[src/rtl/fifo_data_reader.sv]
// Read-side port of the sample FIFO behind the FIFO_DATA register: pops one
// DATA_WIDTH-bit sample per BYTES byte requests and returns it MSB byte first.
module fifo_data_reader #(
    parameter int                    DATA_WIDTH = 24,
    parameter int                    BYTES      = 3,
    parameter int                    CNT_WIDTH  = 5,
    parameter logic [DATA_WIDTH-1:0] EMPTY_WORD = 24'h000002
) (
    input  logic                  mems_clk,
    input  logic                  rst_n,
    input  logic                  cs_n,
    input  logic                  byte_req,
    output logic                  byte_valid,
    output logic [7:0]            byte_data,
    input  logic                  fifo_empty,
    input  logic [CNT_WIDTH-1:0]  fifo_sample_num,
    input  logic [DATA_WIDTH-1:0] fifo_reg_data,
    output logic                  reg_fifo_read_en,
    output logic [7:0]            empty_reads
);

    localparam int IDX_W = (BYTES > 1) ? $clog2(BYTES) : 1;

    typedef enum logic [1:0] {
        ST_IDLE,
        ST_POP,
        ST_CAPT,
        ST_HOLD
    } state_t;

    state_t                r_state;
    logic [IDX_W-1:0]      r_byte_idx;
    logic [DATA_WIDTH-1:0] r_hold;
    logic                  r_byte_valid;
    logic [7:0]            r_byte_data;
    logic                  r_read_en;
    logic [7:0]            r_empty_reads;

    state_t                w_state_next;
    logic [IDX_W-1:0]      w_byte_idx_next;
    logic [DATA_WIDTH-1:0] w_hold_next;
    logic                  w_byte_valid_next;
    logic [7:0]            w_byte_data_next;
    logic                  w_read_en_next;
    logic [7:0]            w_empty_reads_next;
    logic                  w_emit;
    logic [DATA_WIDTH-1:0] w_emit_word;
    logic                  w_fifo_has_data;
    logic                  w_req_ok;
    logic                  w_last;

    // The FIFO counts as empty if either of its status signals says so.
    assign w_fifo_has_data = !fifo_empty && (fifo_sample_num != '0);
    assign w_req_ok        = byte_req && !r_byte_valid;
    assign w_last          = (r_byte_idx == IDX_W'(BYTES - 1));

    always_comb begin
        // NOTE: every signal driven here gets a default first, so no path can infer a latch.
        w_state_next       = r_state;
        w_byte_idx_next    = r_byte_idx;
        w_hold_next        = r_hold;
        w_byte_valid_next  = 1'b0;
        w_byte_data_next   = r_byte_data;
        w_read_en_next     = 1'b0;
        w_empty_reads_next = r_empty_reads;
        w_emit             = 1'b0;
        w_emit_word        = r_hold;

        if (cs_n) begin
            w_state_next    = ST_IDLE;
            w_byte_idx_next = '0;
        end else begin
            case (r_state)
                ST_IDLE: begin
                    if (w_req_ok && (r_byte_idx == '0)) begin
                        if (w_fifo_has_data) begin
                            w_read_en_next = 1'b1;
                            w_state_next   = ST_POP;
                        end else begin
                            w_hold_next = EMPTY_WORD;
                            w_emit      = 1'b1;
                            w_emit_word = EMPTY_WORD;
                            if (r_empty_reads != 8'hFF) begin
                                w_empty_reads_next = r_empty_reads + 8'd1;
                            end
                        end
                    end
                end
                ST_POP: w_state_next = ST_CAPT;
                ST_CAPT: begin
                    w_hold_next = fifo_reg_data;
                    w_emit      = 1'b1;
                    w_emit_word = fifo_reg_data;
                end
                ST_HOLD: begin
                    if (w_req_ok) begin
                        w_emit = 1'b1;
                    end
                end
                default: w_state_next = ST_IDLE;
            endcase

            // Byte 0 is emitted on entry to HOLD; later bytes need a fresh request.
            if (w_emit) begin
                w_byte_data_next  = w_emit_word[(DATA_WIDTH - 1 - 8 * int'(r_byte_idx)) -: 8];
                w_byte_valid_next = 1'b1;
                if (w_last) begin
                    w_byte_idx_next = '0;
                    w_state_next    = ST_IDLE;
                end else begin
                    w_byte_idx_next = r_byte_idx + IDX_W'(1);
                    w_state_next    = ST_HOLD;
                end
            end
        end
    end

    always_ff @(posedge mems_clk) begin
        // NOTE: reset is sampled on the clock edge, and all state updates are non-blocking.
        if (!rst_n) begin
            r_state       <= ST_IDLE;
            r_byte_idx    <= '0;
            r_hold        <= '0;
            r_byte_valid  <= 1'b0;
            r_byte_data   <= 8'h00;
            r_read_en     <= 1'b0;
            r_empty_reads <= 8'h00;
        end else begin
            r_state       <= w_state_next;
            r_byte_idx    <= w_byte_idx_next;
            r_hold        <= w_hold_next;
            r_byte_valid  <= w_byte_valid_next;
            r_byte_data   <= w_byte_data_next;
            r_read_en     <= w_read_en_next;
            r_empty_reads <= w_empty_reads_next;
        end
    end

    assign byte_valid       = r_byte_valid;
    assign byte_data        = r_byte_data;
    assign reg_fifo_read_en = r_read_en;
    assign empty_reads      = r_empty_reads;

endmodule

[config.mk]
export PLATFORM = sky130hd
export DESIGN_NAME = fifo_data_reader
export DESIGN_NICKNAME = d
export VERILOG_FILES = /design/src/rtl/fifo_data_reader.sv
export SDC_FILE = /design/constraint.sdc
export NUM_CORES = 1
export LEC_CHECK = 0
export CORE_ASPECT_RATIO = 0.75
export CORE_MARGIN = 5
export CORE_UTILIZATION = 45
export DETAILED_ROUTE_END_ITERATION = 16
export MAX_ROUTING_LAYER = met4
export PLACE_DENSITY = 0.73
export SLEW_MARGIN = 20
export SYNTH_ARGS = -nofsm -noshare
export SYNTH_HDL_FRONTEND = slang
export SYNTH_SLANG_ARGS = --single-unit
export TNS_END_PERCENT = 10
[constraint.sdc]
create_clock -name mems_clk -period 2.5 [get_ports mems_clk]
set_input_delay 0.5 -clock mems_clk [delete_from_list [all_inputs] [get_ports mems_clk]]
set_output_delay 0.5 -clock mems_clk [all_outputs]
set_load 0.005 [all_outputs]
### Word-level counts from Yosys, hierarchy flattened

Cells that the tools add are included.
Widths: inputs -> output; s select.

* mux-type cells: 17
* add/subtract/negate cells: 3
* bitwise logic cells: 5
* reductions and logical operators: 14
* shift-type cells: 1
* eq/ne operators: 7

Operator list (count)
* $mux 24: 3
* $pmux 24 s2: 1
* $shiftx 31x6->8: 1
* $mux 2: 5
* $add 8x1->8 const B: 1
* $ne 8x8->1 const B: 1
* $eq 2x2->1 const B: 3
* $mux 1: 6
* $ne 3x3->1 const B: 2
* $sub 5x5->6 const A: 1
* $not 1->1: 5
* $reduce_and 5->1: 1
* $reduce_bool 5->1: 1
* $logic_not 2->1: 2
* $pmux 2 s2: 1
* $reduce_or 4->1: 1
* $logic_and 1x1->1: 3
* $pmux 1 s3: 1
* $reduce_and 3->1: 1
* $reduce_bool 3->1: 1
* $add 2x1->2 const B: 1
* $eq 2x1->1 const B: 1
* $logic_not 1->1: 2
* $reduce_and 2->1: 1
* $reduce_or 2->1: 1

* register bits: 46
* word-level logic and storage cells: 54

### Longest topological paths before layout

Gate-level depths: netlist of run 1.

* depth in word-level cells: 8
* mapped depth: 9

### Worst setup path after synthesis of run 1

No wires, ideal clock.

* path kind: reg2reg
* from: reg r_byte_idx[0]
* to: reg r_hold[0]
* setup time: 59 ps
* arrival time: 2085 ps
* stages on the path, launching flop included: 10
* required time: 2441 ps
* setup slack: 357 ps
* period minus slack after synthesis: 2143 ps
* cell sequence: dfxtp_1 -> buf_1 -> inv_1 -> ha_1 -> and4bb_4 -> and2_1 -> a21oi_1 -> o21a_1 -> buf_2 -> a22o_1

* cells in the longest elaborated chain, start to end: 4

RTL lines
* start: declaration: RTL line 32 `logic [IDX_W-1:0] r_byte_idx;`
* start signal: assignment: RTL line 130 `r_byte_idx <= w_byte_idx_next;`
* $logic_not 2->1: RTL line 75 `if (w_req_ok && (r_byte_idx == '0)) begin`
* $logic_and 1x1->1: RTL line 75
* $mux 24
* $pmux 24 s2
* end signal: assignment: RTL line 131 `r_hold <= w_hold_next;`
* end: declaration: RTL line 33 `logic [DATA_WIDTH-1:0] r_hold;`

Every way passes these cells.
A chain may end at the register's enable or synchronous reset.

### Worst setup path after layout of run 1

* from: in fifo_sample_num[0]
* to: reg r_empty_reads[5], in the netlist empty_reads[5]

* cells in the longest elaborated chain, start to end: 4

RTL lines
* start: declaration: RTL line 16 `input logic [CNT_WIDTH-1:0] fifo_sample_num,`
* $reduce_bool 5->1: RTL line 53 `assign w_fifo_has_data = !fifo_empty && (fifo_sample_num != '0);`
* $logic_and 1x1->1: RTL line 53
* $not 1->1 (no line)
* $reduce_and 5->1 (no line)
* end signal: assignment: RTL line 135 `r_empty_reads <= w_empty_reads_next;`
* end: declaration: RTL line 37 `logic [7:0] r_empty_reads;`

Every way passes these cells.

==> flow_summary.yaml, run 1 <==
clock_network:
  cts_made_buffers: 5
  clkTransAtPathRegs_ps: 80
  clk_latency_ps: 300
  cts-root-buf: "clkbuf_8"
  cts_tree: "yes"
  numClockSinks: 46
  clk_path_buf_depth: 2
  post_cts_buffers: 0
  ctsResizeCount: 0
  ctsHoldBuffers: 0
  htree_levels: 2
die:
  die_x_um: 91.2
  core-area_um2: 4840
  die_y_um: 70.9
  dieArea_um2: 6470
  ios: 52
  start_util_pct: 45.9
  row_count: 22
routing:
  firstDrtPassIters: 4
  wirelength_um: 5750
  drt_iter0_drc: 115
  drc: 0
  antenna_left: 0
  drt-vias-per-instance: 5.67
  vias: 2104
  wl_per_cell_um: 15.5
pwr:
  p_sw_uw: 387
  pwr-share-clk_pct: 31.6
  p_sw_share_pct: 26.1
  p_int_mw: 1.10
  combPwrFrac_pct: 17.1
  p_leak_nw: 1.11
  vdd_drop_max_uv: 274
  power_per_cell_area_nw_per_um2: 508
  pwr-share-seq_pct: 51.3
yosys:
  netlist_instances: 256
  synthSimpleGateAreaFrac_pct: 22.7
  synth_top_cells_by_area: "dfxtp_1, a22o_1, nand2_1"
  synth_edf_count: 0
  ys_warn_count: 0
  yosys-top-cells-count: "dfxtp_1, nand2_1, nand3_1"
  synth-seq-cells: 46
  synthMuxAreaShare_pct: 1.35
  async_flop_share_pct: 0
  synth_ff_type: "dfxtp_1"
  synthAdderAreaFrac_pct: 2.81
  synth_top_cell_by_area: "dfxtp_1"
  seq_area_frac_synth_pct: 41.4
  netlist_area_um2: 2230
  yosysMostFrequentCell: "dfxtp_1"
  synth_xor_area_share_pct: 0.787
  synth_top_family_by_area: "compound AO/OA/AOI/OAI gates"
  syn_nets: 295
  post_synth.cell_area_avg_um2: 8.69
  netlist.area_leader.share_pct: 41.4
  synth_compound_area_share_pct: 26.7
  synth_cell_type_count: 46
critical_path:
  r2r_setup_slack_ps: 520
  crit_fanout: 8
  critPathKind: "input pin to flip-flop"
  crit_slowest_cell: "or4_1"
  end_kind: "flip-flop"
  rr_startpoint: "r_byte_idx[0]$_SDFFE_PP0P_"
  crit_path_cell_trace: "clkdlybuf4s50_1 > nor4_4 > a21o_2 > nand3_2 > or4_1 > a21oi_1"
  rr_worst_depth: 7
  arrival_ps: 2320
  required_ps: 2730
  start_kind: "input pin"
  r2r-end: "empty_reads[5]$_SDFFE_PN0P_"
  critPathMaxStageDelay_ps: 450
hold_path:
  worstHoldStart: "byte_data[6]$_SDFFE_PN0P_"
  hold_class: "flip-flop to flip-flop"
  whs_path_depth: 2
  hold-path-endpoint: "byte_data[6]$_SDFFE_PN0P_"
timing:
  finalSetupTns_ps: 0
  finalCritPeriodShare_pct: 83.6
  finalClockSkew_ps: 6.82
  slew_violations: 0
  worstMarginPinSlew_ps: 706
  setup_viol: 0
  hold_viol_final: 0
  period_needed_ps: 2090
  clock.fmax_mhz: 479
  slew_headroom_pct: 52.8
  rsz0062_at_grt: "false"
cells_and_area:
  layout-drive-gt1-share_pct: 8.36
  fin_util_pct: 60.3
  antenna_cells: 0
  syn_to_final_growth_pct: 31.2
  nets: 349
global_route:
  grt_usage_pct: 18.4
  grt_pass1_wl_um: 9550
  grt_pass1_vias: 1923
  overflow: 0
  antenna_found_initial: 0
  grt_max_degree: 24
place:
  dpl.hpwl_um: 4220
  routabilityCongestion: 0.812
  portBuffers: 51
flow_run:
  drv_cap: 0
status:
  outcome: "finished clean"
-- per-layer routing --
layer | GRT usage, % | up-vias | wire length (um)
li1 | - | 1054 | -
met4 | 3.58 | 0 | 22
met5 | - | - | 0
met1 | 26.6 | 995 | 2930
met2 | 25.7 | 53 | 2460
met3 | 4.99 | 2 | 342
-- flip-flops by register name, indices dropped and copies added (netlist names) --
name              cells
empty_reads           8
r_state               2
reg_fifo_read_en      1
r_hold               24
r_byte_idx            2
byte_valid            1
byte_data             8
-- critical path, delay by kind of cell --
| kind | cells | cell delay [ps] |
|---|---|---|
| buffers and inverters | 1 | 440 |
| AOI/OAI and AO/OA | 2 | 400 |
| and+or+nand+nor | 3 | 980 |
-- layout make-up --
type	count	area [um^2]
inverter	8	30.0
clock inverter	1	5.00
fill	422	1920
tap	60	75.1
clock buffer	7	86.3
multi-input combinational	187	1210
sequential	46	921
timing repair buffer	62	593
-- cell families (layout without fill, tap and decap cells) --
| kind of cell | count (synthesis) | after routing |
|---|---|---|
| DFF | 46 | 46 |
| xor gates and xnor gates | 2 | 2 |
| buffers and inverters | 23 | 78 |
| adders and majority gates | 5 | 5 |
| and+or+nand+nor | 101 | 101 |
| AOI/OAI and AO/OA | 76 | 76 |
| muxes | 3 | 3 |
-- cells in the final DEF, fill, tap and decap left out, types with 3 or more instances in the layout --
| master | n |
|---|---|
| a21o_1 | 8 |
| a21oi_1 | 10 |
| a22o_1 | 23 |
| a31oi_1 | 7 |
| buf_4 | 11 |
| clkbuf_8 | 6 |
| clkdlybuf4s50_1 | 51 |
| dfxtp_1 | 46 |
| ha_1 | 5 |
| inv_1 | 7 |
| mux2i_1 | 3 |
| nand2_1 | 45 |
| nand3_1 | 24 |
| nand4_1 | 3 |
| nor2_1 | 9 |
| nor2b_1 | 3 |
| o21ai_0 | 7 |
| o32ai_1 | 7 |
| or3_1 | 3 |
-- power by group through the flow --
| stage | clock network, mW | logic (mW) | registers (mW) |
|---|---|---|---|
| floorplan | 0 | 0.138 | 0.776 |
| global placement | 0 | 0.250 | 0.777 |
| detailed placement | 0 | 0.251 | 0.777 |
| CTS | 0.479 | 0.253 | 0.760 |
| global route | 0.519 | 0.277 | 0.763 |
| finish | 0.468 | 0.254 | 0.760 |
-- through the flow --
step / setup slack (ps) / std cells / cell area (um^2) / hold slack (ps) / power, mW
global placement: 143 / 363 / 2830 / 456 / 1.03
detailed placement: 112 / 363 / 2830 / 458 / 1.03
CTS: 421 / 371 / 2920 / 481 / 1.49
global route: 316 / 371 / 2920 / 494 / 1.56
finish: 410 / 371 / 2920 / 480 / 1.48
floorplan: 357 / 256 / 2230 / 442 / 0.913
-- worst max path at each step --
stage	cells past startpoint	end	slack [ps]	from
floorplan	9	r_hold[0]$_SDFFE_PN0N_	360	r_byte_idx[0]$_SDFFE_PP0P_
global placement	6	byte_data[6]$_SDFFE_PN0P_	140	fifo_sample_num[0]
detailed placement	6	empty_reads[5]$_SDFFE_PN0P_	110	fifo_sample_num[0]
CTS	6	empty_reads[5]$_SDFFE_PN0P_	420	fifo_sample_num[0]
global route	6	byte_data[7]$_SDFFE_PN0P_	320	fifo_sample_num[0]
finish	6	empty_reads[5]$_SDFFE_PN0P_	410	fifo_sample_num[0]
No activity file was read; power rests on OpenSTA's default activity.
==> run 2, diff against run 1 <==
PLACE_DENSITY = 0.76   (was 0.73)
clock period = 1.7 ns   (was 2.5 ns; I/O delays follow)
==> flow_summary.yaml, run 2 (synthesis results as in run 1) <==
status:
  outcome: "finished, violations left"
  violations: "setup timing"
routing:
  wirelength_um: 6200
  drt-vias-per-instance: 5.55
  vias: 2196
  drt_iter0_drc: 106
  drc: 0
  wl_per_cell_um: 15.7
  firstDrtPassIters: 4
  antenna_left: 0
clock_network:
  htree_levels: 2
  clk_latency_ps: 310
  clkTransAtPathRegs_ps: 80
  ctsHoldBuffers: 0
  clk_path_buf_depth: 2
  numClockSinks: 46
  cts_tree: "yes"
  cts-root-buf: "clkbuf_8"
  cts_made_buffers: 5
cells_and_area:
  fin_util_pct: 67.3
  largest_register_ffs: 24
  layout-drive-gt1-share_pct: 20.5
  instances_no_fill: 396
  final_cell_mix: "clkdlybuf4s50_1, nand2_1, dfxtp_1"
  top_register: "r_hold"
  mostFrequentLayoutCell: "clkdlybuf4s50_1"
  nets: 374
  fill_cells: 403
  antenna_cells: 0
  syn_to_final_growth_pct: 46.5
global_route:
  antenna_found_initial: 0
  grt_pass1_wl_um: 10000
  grt_usage_pct: 19.6
  grt_pass1_vias: 2072
  grt_max_degree: 24
  overflow: 0
die:
  die_y_um: 70.9
  die_x_um: 91.2
  row_count: 22
  start_util_pct: 45.9
  dieArea_um2: 6470
  core-area_um2: 4840
  ios: 52
pwr:
  power_per_cell_area_nw_per_um2: 693
  vdd_drop_max_uv: 473
  p_leak_nw: 1.24
  finalPower_mw: 2.26
critical_path:
  start_kind: "flip-flop"
  critical_path.top_delay_family: "simple AND/OR/NAND/NOR gates"
  critPathBufInv: 2
  end_kind: "flip-flop"
  crit_slowest_cell: "dfxtp_2"
  crit_fanout: 23
  critPathKind: "flip-flop to flip-flop"
  required_ps: 1900
  arrival_ps: 1930
  critPathMaxStageDelay_ps: 330
  crit_path_cell_trace: "inv_2 > ha_4 > and4bb_4 > and2_4 > a21oi_2 > o21a_1 > buf_12 > a22o_1"
place:
  routabilityCongestion: 0.780
  portBuffers: 51
  dp.cells: 384
  post-place-ws_ps: -451
  dpl.hpwl_um: 4470
timing:
  period_needed_ps: 1730
  hold_viol_final: 0
  rsz0062_at_grt: "true"
  setup_viol: 20
  worstMarginPinSlew_ps: 412
  clock.fmax_mhz: 578
  finalWorstSetupSlack_ps: -30.1
  finalClockSkew_ps: 13.6
  slew_violations: 0
  finalCritPeriodShare_pct: 102
  slew_headroom_pct: 72.4
  finalSetupTns_ps: -278
flow_run:
  drv_cap: 0
hold_path:
  hold_class: "flip-flop to flip-flop"
-- run 2: layout make-up --
type                            instances  area [um^2]  share of cell area, %
Multi-Input combinational cell        187         1310                   40.2
Sequential cell                        46          923                   28.3
Clock inverter                          2         13.8                  0.422
Inverter                                8         32.5                  0.997
Tap cell                               60         75.1                   2.30
Clock buffer                            6         72.6                   2.22
Timing Repair Buffer                   87          833                   25.5
-- run 2: timing repair --
action	in CTS	in global routing
pin swaps	5	6
buffers inserted	3	1
gates resized for setup	14	8
setup endpoints to repair	37	36
hold endpoints to repair	0	0
-- run 2: metrics by stage --
step / cell area, um^2 / hold WS [ps]
3_5_place_dp: 3080 / 458
6_report: 3260 / 484
4_1_cts: 3230 / 484
5_1_grt: 3260 / 497
2_1_floorplan: 2280 / 442
3_3_place_gp: 3080 / 456
-- run 2: routing by layer --
metal,up-vias,share of wire (%),GRT usage (%)
li1,1103,-,-
met1,1040,48,27.0
met2,45,46,28.5
met3,8,4.5,3.93
met4,0,1.4,6.84
met5,-,0,-
-- run 2: path summary, 6_finish.rpt --
| kind | from | slack [ps] | to | cells after the start |
|---|---|---|---|---|
| max reg2reg | r_byte_idx[1]$_SDFFE_PP0P_ | -30 | r_hold[17]$_SDFFE_PN0N_ | 8 |
| max | r_byte_idx[1]$_SDFFE_PP0P_ | -30 | r_hold[17]$_SDFFE_PN0N_ | 8 |
| min | r_hold[21]$_SDFFE_PN0N_ | 480 | r_hold[21]$_SDFFE_PN0N_ | 1 |
| min reg2reg | r_hold[21]$_SDFFE_PN0N_ | 480 | r_hold[21]$_SDFFE_PN0N_ | 1 |
-- run 2: worst register-to-register path, stage by stage, from the launching register on --
cell	delay (ps)
dfxtp_2	330
inv_2	70
ha_4	140
and4bb_4	280
and2_4	190
a21oi_2	60
o21a_1	200
buf_12	160
a22o_1	190
-- run 2: power breakdown --
group          switching [mW]  internal [mW]  total, mW  leakage, nW
sequential             0.0168           1.10       1.12        0.373
clock                   0.400          0.291      0.691       0.0452
combinational           0.219          0.231      0.450        0.825
total                   0.636           1.62       2.26         1.24
